[src/rtl/sn_array_pkg.sv]
// ---------------------------------------------------------------------------
// sn_array_pkg
// Shared definitions for the sn_network_array_top slice:
//   - local register addresses at the top of the 7-bit protocol space
//   - bank_sel_t layout of the BANK_SEL register
//   - MAX_NETWORKS: one status bit per network in an 8-bit status byte
// ---------------------------------------------------------------------------
package sn_array_pkg;

    localparam int MAX_NETWORKS = 8;

    localparam logic [6:0] ADDR_BANK_SEL    = 7'h7F;
    localparam logic [6:0] ADDR_EVAL_STATUS = 7'h7E;
    localparam logic [6:0] ADDR_EVAL_COUNT  = 7'h7D;

    typedef struct packed {
        logic       broadcast;
        logic [3:0] rsvd;
        logic [2:0] bank;
    } bank_sel_t;

endpackage

[src/rtl/sn_eval_monitor.sv]
// ---------------------------------------------------------------------------
// sn_eval_monitor
// Watches one network's nc_evaluate_out level. Keeps one registered copy of
// the level for rising-edge detection, a sticky "evaluate seen" bit and,
// when SN_ARRAY_EVAL_CNT_EN is defined, a saturating rise counter.
// Clears take effect before the rise of the same cycle, so a rise coinciding
// with a read-to-clear leaves sticky=1 / count=1.
//
// Ports:
//   clk           in   system clock
//   rst           in   synchronous, active-low reset
//   evaluate      in   network evaluate level
//   clear_sticky  in   clear sticky bit this cycle
//   clear_cnt     in   clear counter this cycle
//   sticky        out  sticky rising-edge flag
//   count         out  saturating rise count (0 without SN_ARRAY_EVAL_CNT_EN)
// ---------------------------------------------------------------------------
module sn_eval_monitor #(
    parameter int P_EVAL_CNT_BW = 8
) (
    input  logic                     clk,
    input  logic                     rst,
    input  logic                     evaluate,
    input  logic                     clear_sticky,
    input  logic                     clear_cnt,
    output logic                     sticky,
    output logic [P_EVAL_CNT_BW-1:0] count
);

    logic evaluate_p1;
    logic rise;

    assign rise = evaluate & ~evaluate_p1;

    // Stage p1: edge register and sticky flag
    always_ff @(posedge clk) begin
        if (!rst) begin
            evaluate_p1 <= 1'b0;
            sticky      <= 1'b0;
        end else begin
            evaluate_p1 <= evaluate;
            sticky      <= (sticky & ~clear_sticky) | rise;
        end
    end

`ifdef SN_ARRAY_EVAL_CNT_EN
    function automatic logic [P_EVAL_CNT_BW-1:0] sat_inc(input logic [P_EVAL_CNT_BW-1:0] v);
        return (v == '1) ? v : v + 1'b1;
    endfunction

    logic [P_EVAL_CNT_BW-1:0] cnt_base;

    assign cnt_base = clear_cnt ? '0 : count;

    // Stage p1: rise counter
    always_ff @(posedge clk) begin
        if (!rst) begin
            count <= '0;
        end else if (rise) begin
            count <= sat_inc(cnt_base);
        end else begin
            count <= cnt_base;
        end
    end
`else
    logic unused_clear_cnt;

    assign unused_clear_cnt = clear_cnt;
    assign count            = '0;
`endif

endmodule

[src/rtl/sn_network_array_top.sv]
// ---------------------------------------------------------------------------
// sn_network_array_top
// One sn_io_protocol front end fanned out to P_NUM_NETWORKS sn_network
// instances. Addresses 0x7D..0x7F are local registers; everything below is
// forwarded to the bank selected in BANK_SEL (or to all networks on a
// broadcast write).
//   0x7F BANK_SEL    RW  [2:0] bank, [7] broadcast; bad bank sets sticky ERR
//   0x7E EVAL_STATUS RO  per-network sticky evaluate rise, [7] ERR; read-clears
//   0x7D EVAL_COUNT  RO  selected bank's rise count; read-clears
// Optional feature macro: SN_ARRAY_EVAL_CNT_EN builds the per-network
// counters; without it 0x7D reads 0x00.
//
// Ports:
//   clk, rst                 clock, synchronous active-low reset
//   prot_enable/r0w1/addr/wdata  upstream access, prot_rdata combinational
//   net_prot_enable          per-network strobe
//   net_prot_r0w1/addr/wdata shared forwarded fields
//   net_prot_rdata           per-network read data
//   net_evaluate             per-network evaluate level
//   irq_eval                 high while any EVAL_STATUS bit is set
// ---------------------------------------------------------------------------
module sn_network_array_top
    import sn_array_pkg::*;
#(
    parameter int P_NUM_NETWORKS = 4,
    parameter int P_ADDR_BW      = 7,
    parameter int P_DATA_BW      = 8,
    parameter int P_EVAL_CNT_BW  = 8
) (
    input  logic                                     clk,
    input  logic                                     rst,
    input  logic                                     prot_enable,
    input  logic                                     prot_r0w1,
    input  logic [P_ADDR_BW-1:0]                     prot_addr,
    input  logic [P_DATA_BW-1:0]                     prot_wdata,
    output logic [P_DATA_BW-1:0]                     prot_rdata,
    output logic [P_NUM_NETWORKS-1:0]                net_prot_enable,
    output logic                                     net_prot_r0w1,
    output logic [P_ADDR_BW-1:0]                     net_prot_addr,
    output logic [P_DATA_BW-1:0]                     net_prot_wdata,
    input  logic [P_NUM_NETWORKS-1:0][P_DATA_BW-1:0] net_prot_rdata,
    input  logic [P_NUM_NETWORKS-1:0]                net_evaluate,
    output logic                                     irq_eval
);

    bank_sel_t                bank_sel;
    logic                     err;
    logic                     err_vis;

    logic                     access;
    logic                     hit_bank;
    logic                     hit_status;
    logic                     hit_count;
    logic                     is_local;
    logic                     rd_status;
    logic                     rd_count;
    logic                     wr_bank;
    logic                     bank_invalid;

    logic [P_NUM_NETWORKS-1:0] bank_onehot;
    logic [P_DATA_BW-1:0]      sel_rdata;
    logic [P_EVAL_CNT_BW-1:0]  sel_count;
    logic [P_NUM_NETWORKS-1:0] sticky_vec;
    logic [P_NUM_NETWORKS-1:0] clear_cnt_vec;
    logic [P_EVAL_CNT_BW-1:0]  eval_count [P_NUM_NETWORKS];
    logic [7:0]                status_byte;

    // Accesses presented while reset is asserted are dropped.
    assign access       = prot_enable & rst;
    assign hit_bank     = (prot_addr == P_ADDR_BW'(ADDR_BANK_SEL));
    assign hit_status   = (prot_addr == P_ADDR_BW'(ADDR_EVAL_STATUS));
    assign hit_count    = (prot_addr == P_ADDR_BW'(ADDR_EVAL_COUNT));
    assign is_local     = (prot_addr >= P_ADDR_BW'(ADDR_EVAL_COUNT));
    assign rd_status    = access & ~prot_r0w1 & hit_status;
    assign rd_count     = access & ~prot_r0w1 & hit_count;
    assign wr_bank      = access & prot_r0w1 & hit_bank;
    assign bank_invalid = (32'(prot_wdata[2:0]) >= P_NUM_NETWORKS);

    // ERR only has a home in the status byte when bit 7 is not a network.
    assign err_vis  = (P_NUM_NETWORKS < MAX_NETWORKS) ? err : 1'b0;
    assign irq_eval = (|sticky_vec) | err_vis;

    assign net_prot_r0w1  = prot_r0w1;
    assign net_prot_addr  = prot_addr;
    assign net_prot_wdata = prot_wdata;

    // Bank selection: loop compare avoids indexing with a wider-than-needed bank field.
    always_comb begin
        bank_onehot = '0;
        sel_rdata   = '0;
        sel_count   = '0;
        for (int i = 0; i < P_NUM_NETWORKS; i++) begin
            if (bank_sel.bank == 3'(i)) begin
                bank_onehot[i] = 1'b1;
                sel_rdata      = net_prot_rdata[i];
                sel_count      = eval_count[i];
            end
        end
    end

    always_comb begin
        status_byte = '0;
        for (int i = 0; i < P_NUM_NETWORKS; i++) begin
            status_byte[i] = sticky_vec[i];
        end
        status_byte[7] = status_byte[7] | err_vis;
    end

    always_comb begin
        net_prot_enable = '0;
        if (access && !is_local) begin
            net_prot_enable = (prot_r0w1 && bank_sel.broadcast) ? '1 : bank_onehot;
        end
    end

    always_comb begin
        prot_rdata = '0;
        if (prot_enable && !prot_r0w1) begin
            if (hit_bank) begin
                prot_rdata = P_DATA_BW'(bank_sel);
            end else if (hit_status) begin
                prot_rdata = P_DATA_BW'(status_byte);
            end else if (hit_count) begin
                prot_rdata = P_DATA_BW'(sel_count);
            end else begin
                prot_rdata = sel_rdata;
            end
        end
    end

    assign clear_cnt_vec = rd_count ? bank_onehot : '0;

    // Stage p1: BANK_SEL and ERR
    always_ff @(posedge clk) begin
        if (!rst) begin
            bank_sel <= '0;
            err      <= 1'b0;
        end else begin
            if (rd_status) begin
                err <= 1'b0;
            end
            if (wr_bank) begin
                if (bank_invalid) begin
                    err <= 1'b1;
                end else begin
                    bank_sel.broadcast <= prot_wdata[7];
                    bank_sel.rsvd      <= 4'h0;
                    bank_sel.bank      <= prot_wdata[2:0];
                end
            end
        end
    end

    for (genvar g = 0; g < P_NUM_NETWORKS; g++) begin : g_mon
        sn_eval_monitor #(
            .P_EVAL_CNT_BW (P_EVAL_CNT_BW)
        ) u_mon (
            .clk          (clk),
            .rst          (rst),
            .evaluate     (net_evaluate[g]),
            .clear_sticky (rd_status),
            .clear_cnt    (clear_cnt_vec[g]),
            .sticky       (sticky_vec[g]),
            .count        (eval_count[g])
        );
    end

endmodule

[config.mk]
export PLATFORM = sky130hd
export DESIGN_NAME = sn_network_array_top
export DESIGN_NICKNAME = d
export VERILOG_FILES = /design/src/rtl/sn_array_pkg.sv /design/src/rtl/sn_eval_monitor.sv /design/src/rtl/sn_network_array_top.sv
export SDC_FILE = /design/constraint.sdc
export NUM_CORES = 1
export LEC_CHECK = 0
export ABC_AREA = 1
export BUFFER_PORTS_ARGS = -buffer_cell sky130_fd_sc_hd__buf_2
export CAP_MARGIN = 20
export CORE_AREA = 2 2 55 67
export CTS_CLUSTER_DIAMETER = 50
export DETAILED_ROUTE_END_ITERATION = 8
export DIE_AREA = 0 0 57 69
export GPL_TIMING_DRIVEN = 0
export PLACE_DENSITY = 0.83
export RECOVER_POWER = 100
export SYNTH_ARGS = -nofsm -noshare
export SYNTH_HDL_FRONTEND = slang
export SYNTH_SLANG_ARGS = --single-unit
[constraint.sdc]
create_clock -name clk -period 1.3 [get_ports clk]
set_clock_uncertainty 0.2 [all_clocks]
set_input_delay 0.26 -clock clk [delete_from_list [all_inputs] [get_ports clk]]
set_output_delay 0.26 -clock clk [all_outputs]
set_load 0.02 [all_outputs]
==> flow_metrics.env, run 1 <==
export IMPL_die_w_um=57
export IMPL_critPathKind="reg -> out"
export IMPL_gr_total_overflow=0
export IMPL_drive_gt1_share_pct=53.19
export IMPL_synth_nets=239
export IMPL_rr_worst_depth=7
export IMPL_multi_input_area_um2=878.3
export IMPL_violations="setup timing"
export IMPL_cap_violations=0
export IMPL_gr_usage_all_layers_pct=18.09
export IMPL_fp_dieH_um=69
export IMPL_setup_ws_ps=-741.3
export IMPL_power_leakage_nw=1.001
export IMPL_fillers=291
export IMPL_nets=338
export IMPL_netlist_area_mm2=0.001134
export IMPL_floorplan_initialDensity_pct=34.55
export IMPL_cts_sinks=13
export IMPL_vias=1549
export IMPL_ys_warn_count=0
export IMPL_grt_busiest_layer="met2"
export IMPL_slew_viol_final=0
export IMPL_synthXorXnorAreaFrac_pct=0
export IMPL_worst_pin_slew_ps=543.1
export IMPL_finalWeightedCongestion=0.8513
export IMPL_ys_types=22
export IMPL_status="finished with violations"
export IMPL_grt_util_met1_pct=19.89
export IMPL_cts_max_level=1
export IMPL_critPathRequiredTime_ps=840
export IMPL_rsz0062_at_grt="yes"
export IMPL_ant_nets=0
export IMPL_die_area_mm2=0.003933
export IMPL_cts_clk_slew_worst_paths_ps=60
export IMPL_yosysSeqAreaShare_pct=22.96
export IMPL_cp_max_fo=7
export IMPL_crit_path_end_kind="output pin"
export IMPL_synth_seq_cells=13
export IMPL_crit_path_start_kind="register"
export IMPL_r2r_end="bank_sel[1]$_SDFFE_PN0P_"
export IMPL_reg2reg_slack_ps=120
export IMPL_cp_data_arrival_time_ps=1580
export IMPL_ir_drop_mv=0.5382
export IMPL_drc=0
export IMPL_hold_violations=0
export IMPL_min_path_cells=3
export IMPL_wire_per_inst_um=12.20
export IMPL_cts_made_buffers=3
export IMPL_grt_start_max_net_pins=11
export IMPL_ctsHoldBuffers=0
export IMPL_synthCells=184
export IMPL_setup_tns_ps=-7836
export IMPL_synth_mux_area_share_pct=0
export IMPL_min_period_ps=2041
export IMPL_power_density_cell_area_mw_per_mm2=560.1
export IMPL_grt_pass1_wl_um=5823
export IMPL_layout_worst_path_cycle_share_pct=157.0
export IMPL_slowest_stage="dfxtp_2"
export IMPL_use_met2_pct=33.72
export IMPL_antennaDiodeCount=0
export IMPL_layout_cells_most_common="buf_2"
export IMPL_core_area_mm2=0.003281
export IMPL_use_met3_pct=2.627
export IMPL_drt_iter0_drc=49
export IMPL_antenna_found_initial=0
export IMPL_seq_area_um2=265.3
export IMPL_rows=23
export IMPL_syn2layout_area_growth_pct=82.45
export IMPL_cts_tree="done"
export IMPL_grt_pass1_vias=1391
export IMPL_synth_compound_area_share_pct=18.98
export IMPL_dpl_cell_area_mm2=0.001725
export IMPL_fmax_ghz=0.4899
export IMPL_synth_fa_ha_area_share_pct=0
export IMPL_worstSkewPairLatency_ps=250
export IMPL_drt_total_wl_um=3891
export IMPL_cts_root_buffer="clkbuf_8"
export IMPL_slew_headroom_pct=63.66
export IMPL_ios=84
export IMPL_finalInstanceArea_mm2=0.002068
export IMPL_clockBufferDepth=2
export IMPL_dp_hpwl_um=2748
export IMPL_avgSynthCellArea_um2=6.161
export IMPL_synthSimpleGateAreaFrac_pct=38.63
export IMPL_final_cell_mix="buf_2 (49), nand2_1 (36), buf_4 (29), nor2_1 (25), clkbuf_1 (17)"
export IMPL_path_cells="buf_6, nor3_4, buf_6, buf_4, a22oi_1, a21oi_2, buf_4"
export IMPL_portBuffers=79
export IMPL_synth_top_family_by_area="simple AND/OR/NAND/NOR gates"
export IMPL_hp_start="net_evaluate[1]"
export IMPL_max_stage_delay_ps=310
export IMPL_r2r_start="bank_sel[1]$_SDFFE_PN0P_"
export IMPL_worstHoldPathType="in -> reg"
export IMPL_whs_endpoint="g_mon[1].u_mon.evaluate_p1$_SDFF_PN0_"
export IMPL_setup_viol=13
export IMPL_avgViaCountPerCell=4.856
export IMPL_final_core_util_pct=63.04
export IMPL_drt_pass1_iterations=5
==> cells by family after synthesis <==
kind of cell           after synthesis
AO/OA/AOI/OAI                       37
flip-flops                          13
AND/OR/NAND/NOR                     95
buffers and inverters               39
==> flip-flops by register name, indices dropped and copies added, names as in the netlist <==
name / cells
g_mon.u_mon.sticky: 4
g_mon.u_mon.evaluate_p1: 4
bank_sel: 4
err: 1
==> cells in the mapped netlist <==
cell | count | area share (%)
a21oi_1 | 11 | 4.9
a21oi_2 | 1 | 0.77
a22oi_1 | 2 | 1.3
a31oi_1 | 3 | 1.7
buf_2 | 2 | 0.88
buf_4 | 17 | 11
buf_6 | 1 | 0.99
dfxtp_1 | 13 | 23
inv_1 | 16 | 5.3
inv_2 | 3 | 0.99
nand2_1 | 46 | 15
nand2_2 | 1 | 0.55
nand3_1 | 14 | 6.2
nand3_2 | 1 | 0.88
nand4_1 | 1 | 0.55
nand4_4 | 1 | 1.9
nor2_1 | 26 | 8.6
nor2_4 | 1 | 0.99
nor3_1 | 2 | 0.88
nor3_4 | 2 | 2.9
o211ai_1 | 7 | 4.6
o21ai_0 | 13 | 5.7
==> power breakdown <==
group,switching [W],internal (W)
registers,0.0000120,0.000418
clock network,0.000148,0.000212
logic,0.000200,0.000169
total,0.000360,0.000798
==> per-layer routing <==
layer  wire (µm)  share of wire (%)  vias up
li1            -                  -      784
met5           0                  0        -
met1        1502                 39      700
met4         102                2.6        0
met2        2078                 53       54
met3         207                5.3       11
==> worst max path at each step <==
stage	from	endpoint	slack (ps)	cells after the start
after floorplan	bank_sel[1]$_SDFFE_PN0P_	prot_rdata[1]	-280	6
after global placement	prot_addr[0]	prot_rdata[0]	-570	7
after detailed placement	prot_enable	prot_rdata[0]	-600	6
after CTS	bank_sel[0]$_SDFFE_PN0P_	prot_rdata[6]	-730	9
after global routing	bank_sel[1]$_SDFFE_PN0P_	prot_rdata[4]	-810	7
final	bank_sel[1]$_SDFFE_PN0P_	prot_rdata[4]	-740	7
==> timing repair <==
| action | CTS | global route |
|---|---|---|
| cloned | 0 | 0 |
| pin swaps | 14 | 10 |
| setup buffers | 9 | 6 |
| setup endpoints to repair | 13 | 17 |
| gates resized for setup | 41 | 15 |
==> area by class of cell <==
class | count | area share, %
multi-input cells | 132 | 42.47
repair buffers | 94 | 28.74
flip-flops and latches | 13 | 12.83
plain buffers | 20 | 7.804
inverters | 19 | 3.690
well taps | 37 | 2.238
clock buffers | 3 | 1.996
clock inverters | 1 | 0.2420
==> critical path, delay by kind of cell, from the launching register on <==
| kind | cells | cell delay (ps) |
|---|---|---|
| AOI/OAI and AO/OA | 2 | 190 |
| DFF | 1 | 310 |
| and+or+nand+nor | 1 | 300 |
| buffers and inverters | 4 | 530 |
==> stage by stage <==
stage / power (W) / worst slack, ps / std cells / hold WS [ps]
6_report: 0.001158 / -741.3 / 319 / 12.52
5_1_grt: 0.001220 / -808.5 / 319 / 21.32
4_1_cts: 0.001172 / -731.0 / 313 / 8.674
3_5_place_dp: 0.0007794 / -604.3 / 300 / 207.4
3_3_place_gp: 0.0007732 / -575.0 / 300 / 201.7
2_1_floorplan: 0.0006322 / -282.6 / 184 / 166.6
(Power assumes the default switching activity.)
==> inputs of run 2 (changes only) <==
Settings changed: SKIP_CTS_REPAIR_TIMING set to 1.
==> run 2 against run 1 <==
The run still ends with setup timing left. Sequential share of layout area grew 0.66 points. Sequential power barely moved. Clock power is essentially flat. Worst setup slack lost 27 ps. Register-to-register slack improved by 20 ps. Flip-flop and latch count stayed put. Via count is 4.6% lower. Core utilization shrank 3.7 points. Combinational power shrank 1%. Fmax down 1.3%. Critical path depth up 1. Critical path type unchanged. Critical endpoint is now prot_rdata[1].
==> flow_metrics.env, run 2 (synthesis results as in run 1) <==
export IMPL_status="finished with violations"
export IMPL_violations="setup timing"
export IMPL_fmax_ghz=0.4835
export IMPL_endpoint="prot_rdata[1]"
export IMPL_dpl_cell_area_mm2=0.001725
export IMPL_wire_per_inst_um=11.24
export IMPL_p_sw_share_pct=30.69
export IMPL_gr_usage_all_layers_pct=15.82
export IMPL_power_density_cell_area_mw_per_mm2=592.5
export IMPL_drive_gt1_share_pct=49.64
export IMPL_r2r_end="bank_sel[1]$_SDFFE_PN0P_"
export IMPL_rsz0062_at_grt="yes"
export IMPL_seq_area_um2=262.8
export IMPL_power_leakage_nw=0.9474
export IMPL_nets=332
export IMPL_rr_worst_depth=6
export IMPL_finalInstanceArea_mm2=0.001948
export IMPL_r2r_start="bank_sel[1]$_SDFFE_PN0P_"
export IMPL_cap_violations=0
export IMPL_cts_root_buffer="clkbuf_8"
export IMPL_multi_input_area_um2=858.3
export IMPL_final_cell_mix="buf_2 (52), nand2_1 (40), buf_4 (27), nor2_1 (25), clkbuf_1 (17)"
export IMPL_min_period_ps=2068
export IMPL_finalWeightedCongestion=0.8513
export IMPL_reg2reg_slack_ps=140
export IMPL_layout_cells_most_common="buf_2"
export IMPL_worstSkewPairLatency_ps=250
export IMPL_ios=84
export IMPL_core_area_mm2=0.003281
export IMPL_antennaDiodeCount=0
export IMPL_syn2layout_area_growth_pct=71.85
export IMPL_setup_ws_ps=-768.2
export IMPL_gr_total_overflow=0
export IMPL_antenna_found_initial=0
export IMPL_avgViaCountPerCell=4.719
export IMPL_portBuffers=79
export IMPL_cts_tree="done"
export IMPL_crit_path_start_kind="register"
export IMPL_grt_start_max_net_pins=11
export IMPL_critPathKind="reg -> out"
export IMPL_cts_made_buffers=3
export IMPL_rows=23
export IMPL_layout_worst_path_cycle_share_pct=159.1
export IMPL_largestRegisters="bank_sel: 4 flops, g_mon.u_mon.evaluate_p1: 4 flops, g_mon.u_mon.sticky: 4 flops"
export IMPL_drt_pass1_iterations=4
export IMPL_drt_total_wl_um=3518
export IMPL_floorplan_initialDensity_pct=34.55
export IMPL_grt_pass1_vias=1289
export IMPL_die_w_um=57
export IMPL_cts_sinks=13
export IMPL_clockPowerShare_pct=31.1
export IMPL_crit_path_end_kind="output pin"
export IMPL_grt_pass1_wl_um=5168
export IMPL_worst_pin_slew_ps=524.6
export IMPL_cts_clk_slew_worst_paths_ps=50
export IMPL_critPathRequiredTime_ps=840
export IMPL_hold_violations=0
export IMPL_drc=0
export IMPL_cts_max_level=1
export IMPL_intPower_w=0.0008001
export IMPL_fillers=315
export IMPL_worstHoldPathType="in -> reg"
export IMPL_cp_max_fo=8
export IMPL_fp_dieH_um=69
export IMPL_fin_total_pwr_w=0.001154
export IMPL_ant_nets=0
export IMPL_final_core_util_pct=59.38
export IMPL_seqPwrFrac_pct=37.3
export IMPL_slew_headroom_pct=64.90
export IMPL_die_area_mm2=0.003933
export IMPL_slew_viol_final=0
export IMPL_clockBufferDepth=2
export IMPL_comb_power_share_pct=31.6
export IMPL_setup_viol=13
export IMPL_cp_data_arrival_time_ps=1610
export IMPL_switching_power_w=0.0003543
export IMPL_vias=1477
export IMPL_dp_hpwl_um=2748
export IMPL_startpoint="bank_sel[0]$_SDFFE_PN0P_"
export IMPL_drt_iter0_drc=79
export IMPL_ir_drop_mv=0.5316
## run 2: changes by cell type in the layout (fill, tap and decap cells not counted), sizes merged
cell,delta
buf,-6
## run 2: how the worst min path moves through the flow
stage	cells past startpoint	to	start
6_report	3	g_mon[1].u_mon.evaluate_p1$_SDFF_PN0_	net_evaluate[1]
3_3_place_gp	1	g_mon[2].u_mon.sticky$_SDFF_PN0_	g_mon[2].u_mon.evaluate_p1$_SDFF_PN0_
3_5_place_dp	1	g_mon[3].u_mon.sticky$_SDFF_PN0_	g_mon[3].u_mon.evaluate_p1$_SDFF_PN0_
5_1_grt	3	g_mon[2].u_mon.evaluate_p1$_SDFF_PN0_	net_evaluate[2]
2_1_floorplan	2	g_mon[2].u_mon.evaluate_p1$_SDFF_PN0_	rst
4_1_cts	3	g_mon[1].u_mon.evaluate_p1$_SDFF_PN0_	net_evaluate[1]
## run 2: per-layer routing
layer | vias up | GRT usage [%] | part of all wire, %
met2 | 51 | 28.86 | 53
met5 | - | 0 | 0
met3 | 3 | 2.251 | 6.3
met1 | 650 | 17.36 | 39
met4 | 0 | 7.494 | 1.1
li1 | 773 | - | -
## run 2: through the flow
step / setup WS, ps / setup TNS (ps) / hold WS, ps / instances
after floorplan: -282.6 / -2413 / 166.6 / 184
after global placement: -575.0 / -6162 / 201.7 / 300
after detailed placement: -604.3 / -6608 / 207.4 / 300
after CTS: -827.0 / -8387 / 8.674 / 304
after global routing: -862.5 / -9622 / 21.32 / 313
final: -768.2 / -8242 / 11.47 / 313
## run 2: critical path: stages, from the launching register on
cell	delay, ps
dfxtp_2	320
buf_6	130
inv_6	40
nor3_4	310
nand2_1	110
nand3_2	100
nand2_2	70
a21oi_4	140
buf_6	130
## run 2: cell type report
cell class / instances / share of cell area (%)
buffer: 20 / 7.771
clock buffer: 3 / 2.119
clock inverter: 1 / 0.2569
inverter: 19 / 4.046
multi-input combinational: 132 / 44.06
sequential: 13 / 13.49
tap: 37 / 2.376
timing repair buffer: 88 / 25.88
## run 2: power groups by stage
stage	Sequential (W)	Clock (W)	Combinational [W]
2_1_floorplan	0.000433	0	0.000199
3_3_place_gp	0.000436	0	0.000337
3_5_place_dp	0.000437	0	0.000343
4_1_cts	0.000429	0.000370	0.000344
5_1_grt	0.000432	0.000389	0.000397
6_report	0.000430	0.000359	0.000365
==> inputs of run 3 (changes only) <==
Settings changed: CELL_PAD_IN_SITES_DETAIL_PLACEMENT set to 1, CELL_PAD_IN_SITES_GLOBAL_PLACEMENT set to 2, CORE_AREA 2 2 55 67 to 2 2 80 98, DIE_AREA 0 0 57 69 to 0 0 82 100, PLACE_DENSITY 0.83 to 0.82.
==> run 3 against run 2 <==
Sequential share of layout area shrank 0.26 points. Fmax is 5.8% higher. Non-clock buffer count rose by 1. Power shrank 1.3%. Hold slack better by 12 ps. The run still ends with setup timing left. Die area grew 110%. Critical endpoint is now prot_rdata[0].
==> flow_metrics.env, run 3 (synthesis results as in run 1) <==
export IMPL_status="finished with violations"
export IMPL_violations="setup timing"
export IMPL_dp_hpwl_um=3743
export IMPL_seqPwrFrac_pct=37.4
export IMPL_gr_usage_all_layers_pct=10.61
export IMPL_cp_max_fo=8
export IMPL_rsz0062_at_grt="yes"
export IMPL_post_place_ws_ps=-652.7
export IMPL_core_area_mm2=0.007357
export IMPL_syn2layout_area_growth_pct=79.47
export IMPL_layout_cells_most_common="buf_2"
export IMPL_cts_root_buffer="clkbuf_8"
export IMPL_comb_power_share_pct=31.7
export IMPL_wire_per_inst_um=12.36
export IMPL_ant_nets=0
export IMPL_hp_start="net_evaluate[2]"
export IMPL_avgViaCountPerCell=4.105
export IMPL_finalWeightedCongestion=0.7695
export IMPL_critPathRequiredTime_ps=840
export IMPL_clockBufferDepth=2
export IMPL_final_cell_mix="buf_2 (55), nand2_1 (36), buf_4 (27), nor2_1 (24), clkbuf_1 (18)"
export IMPL_cp_data_arrival_time_ps=1500
export IMPL_ios=84
export IMPL_cts_made_buffers=3
export IMPL_r2r_start="bank_sel[1]$_SDFFE_PN0P_"
export IMPL_whs_endpoint="g_mon[2].u_mon.evaluate_p1$_SDFF_PN0_"
export IMPL_largestRegisters="bank_sel: 4 flops, g_mon.u_mon.evaluate_p1: 4 flops, g_mon.u_mon.sticky: 4 flops"
export IMPL_hold_violations=0
export IMPL_grt_busiest_layer="met2"
export IMPL_grt_util_met1_pct=12.51
export IMPL_antenna_found_initial=0
export IMPL_cts_tree="done"
export IMPL_setup_tns_ps=-7092
export IMPL_drc=0
export IMPL_power_density_cell_area_mw_per_mm2=559.8
export IMPL_grt_pass1_wl_um=6748
export IMPL_cts_sinks=13
export IMPL_drt_iter0_drc=41
export IMPL_layout_worst_path_cycle_share_pct=150.4
export IMPL_worstHoldPathType="in -> reg"
export IMPL_critPathKind="reg -> out"
export IMPL_fillers=946
export IMPL_p_sw_share_pct=30.61
export IMPL_cts_clk_slew_worst_paths_ps=50
export IMPL_die_w_um=82
export IMPL_worstSkewPairLatency_ps=240
export IMPL_drive_gt1_share_pct=51.44
export IMPL_slew_viol_final=0
export IMPL_reg2reg_slack_ps=180
export IMPL_vias=1519
export IMPL_ir_drop_mv=0.3461
export IMPL_rr_worst_depth=6
export IMPL_rows=35
export IMPL_intPower_w=0.0007902
export IMPL_drt_pass1_iterations=4
export IMPL_antennaDiodeCount=0
export IMPL_nets=334
export IMPL_setup_viol=13
export IMPL_r2r_end="bank_sel[1]$_SDFFE_PN0P_"
export IMPL_use_met2_pct=19.45
export IMPL_switching_power_w=0.0003486
export IMPL_grt_pass1_vias=1456
export IMPL_slew_headroom_pct=61.22
export IMPL_min_period_ps=1956
export IMPL_grt_start_max_net_pins=11
export IMPL_min_path_cells=3
export IMPL_fmax_ghz=0.5114
export IMPL_setup_ws_ps=-655.5
export IMPL_clockPowerShare_pct=30.9
export IMPL_gr_total_overflow=0
export IMPL_drt_total_wl_um=4572
export IMPL_crit_path_start_kind="register"
export IMPL_portBuffers=79
export IMPL_use_met3_pct=1.978
export IMPL_cts_max_level=1
export IMPL_die_area_mm2=0.008200
export IMPL_worst_pin_slew_ps=579.6
export IMPL_crit_path_end_kind="output pin"
export IMPL_floorplan_initialDensity_pct=15.41
export IMPL_cap_violations=0
export IMPL_power_leakage_nw=0.9511
export IMPL_fp_dieH_um=100
run 3: cell count changes in the layout (fill, tap and decap cells not counted), sizes merged:
| cell | before | now |
|---|---|---|
| buf | 90 | 92 |
| nor2 | 27 | 28 |
| clkinv | 1 | 0 |
run 3: power groups by stage:
stage | logic, W | clock network (W) | registers (W)
final | 0.000361 | 0.000352 | 0.000426
after global routing | 0.000400 | 0.000394 | 0.000428
after CTS | 0.000354 | 0.000365 | 0.000429
after detailed placement | 0.000353 | 0 | 0.000438
after global placement | 0.000347 | 0 | 0.000437
after floorplan | 0.000199 | 0 | 0.000433
run 3: layout make-up:
cell class | count | area [µm²] | area share, %
repair buffers | 90 | 508.0 | 24.97
well taps | 92 | 115.1 | 5.658
clock buffers | 4 | 45.04 | 2.214
plain buffers | 19 | 146.4 | 7.196
inverters | 19 | 83.83 | 4.121
flip-flops and latches | 13 | 269.0 | 13.22
multi-input cells | 133 | 867.1 | 42.62
run 3: routing by layer:
layer,vias to the layer above,part of all wire (%)
met3,2,6.3
met4,0,0.42
met1,691,41
met2,46,53
li1,780,-
met5,-,0
run 3: metrics by stage:
stage	area, µm²	hold slack [ps]	cells	util, %	total power (W)
finish	2034	23.39	370	27.65	0.001139
global route	2034	40.94	370	27.65	0.001222
CTS	1839	24.07	359	25.00	0.001149
detailed placement	1794	212.5	355	24.39	0.0007913
global placement	1794	203.6	355	24.39	0.0007838
floorplan	1284	166.6	184	-	0.0006322
run 3: how the worst max path moves through the flow:
stage	startpoint	endpoint	slack [ps]	cells after the start
2_1_floorplan	bank_sel[1]$_SDFFE_PN0P_	prot_rdata[1]	-280	6
3_3_place_gp	bank_sel[0]$_SDFFE_PN0P_	prot_rdata[1]	-630	8
3_5_place_dp	prot_enable	prot_rdata[2]	-650	6
4_1_cts	bank_sel[0]$_SDFFE_PN0P_	prot_rdata[1]	-910	8
5_1_grt	prot_enable	prot_rdata[2]	-740	6
6_report	bank_sel[0]$_SDFFE_PN0P_	prot_rdata[0]	-660	8
run 3: critical path: stages, from the launching register on:
cell	delay, ps
dfxtp_4	400
inv_6	50
nor3_4	160
buf_6	150
nand2_1	60
nand3_2	80
nand2_2	60
a21oi_4	160
buf_6	130
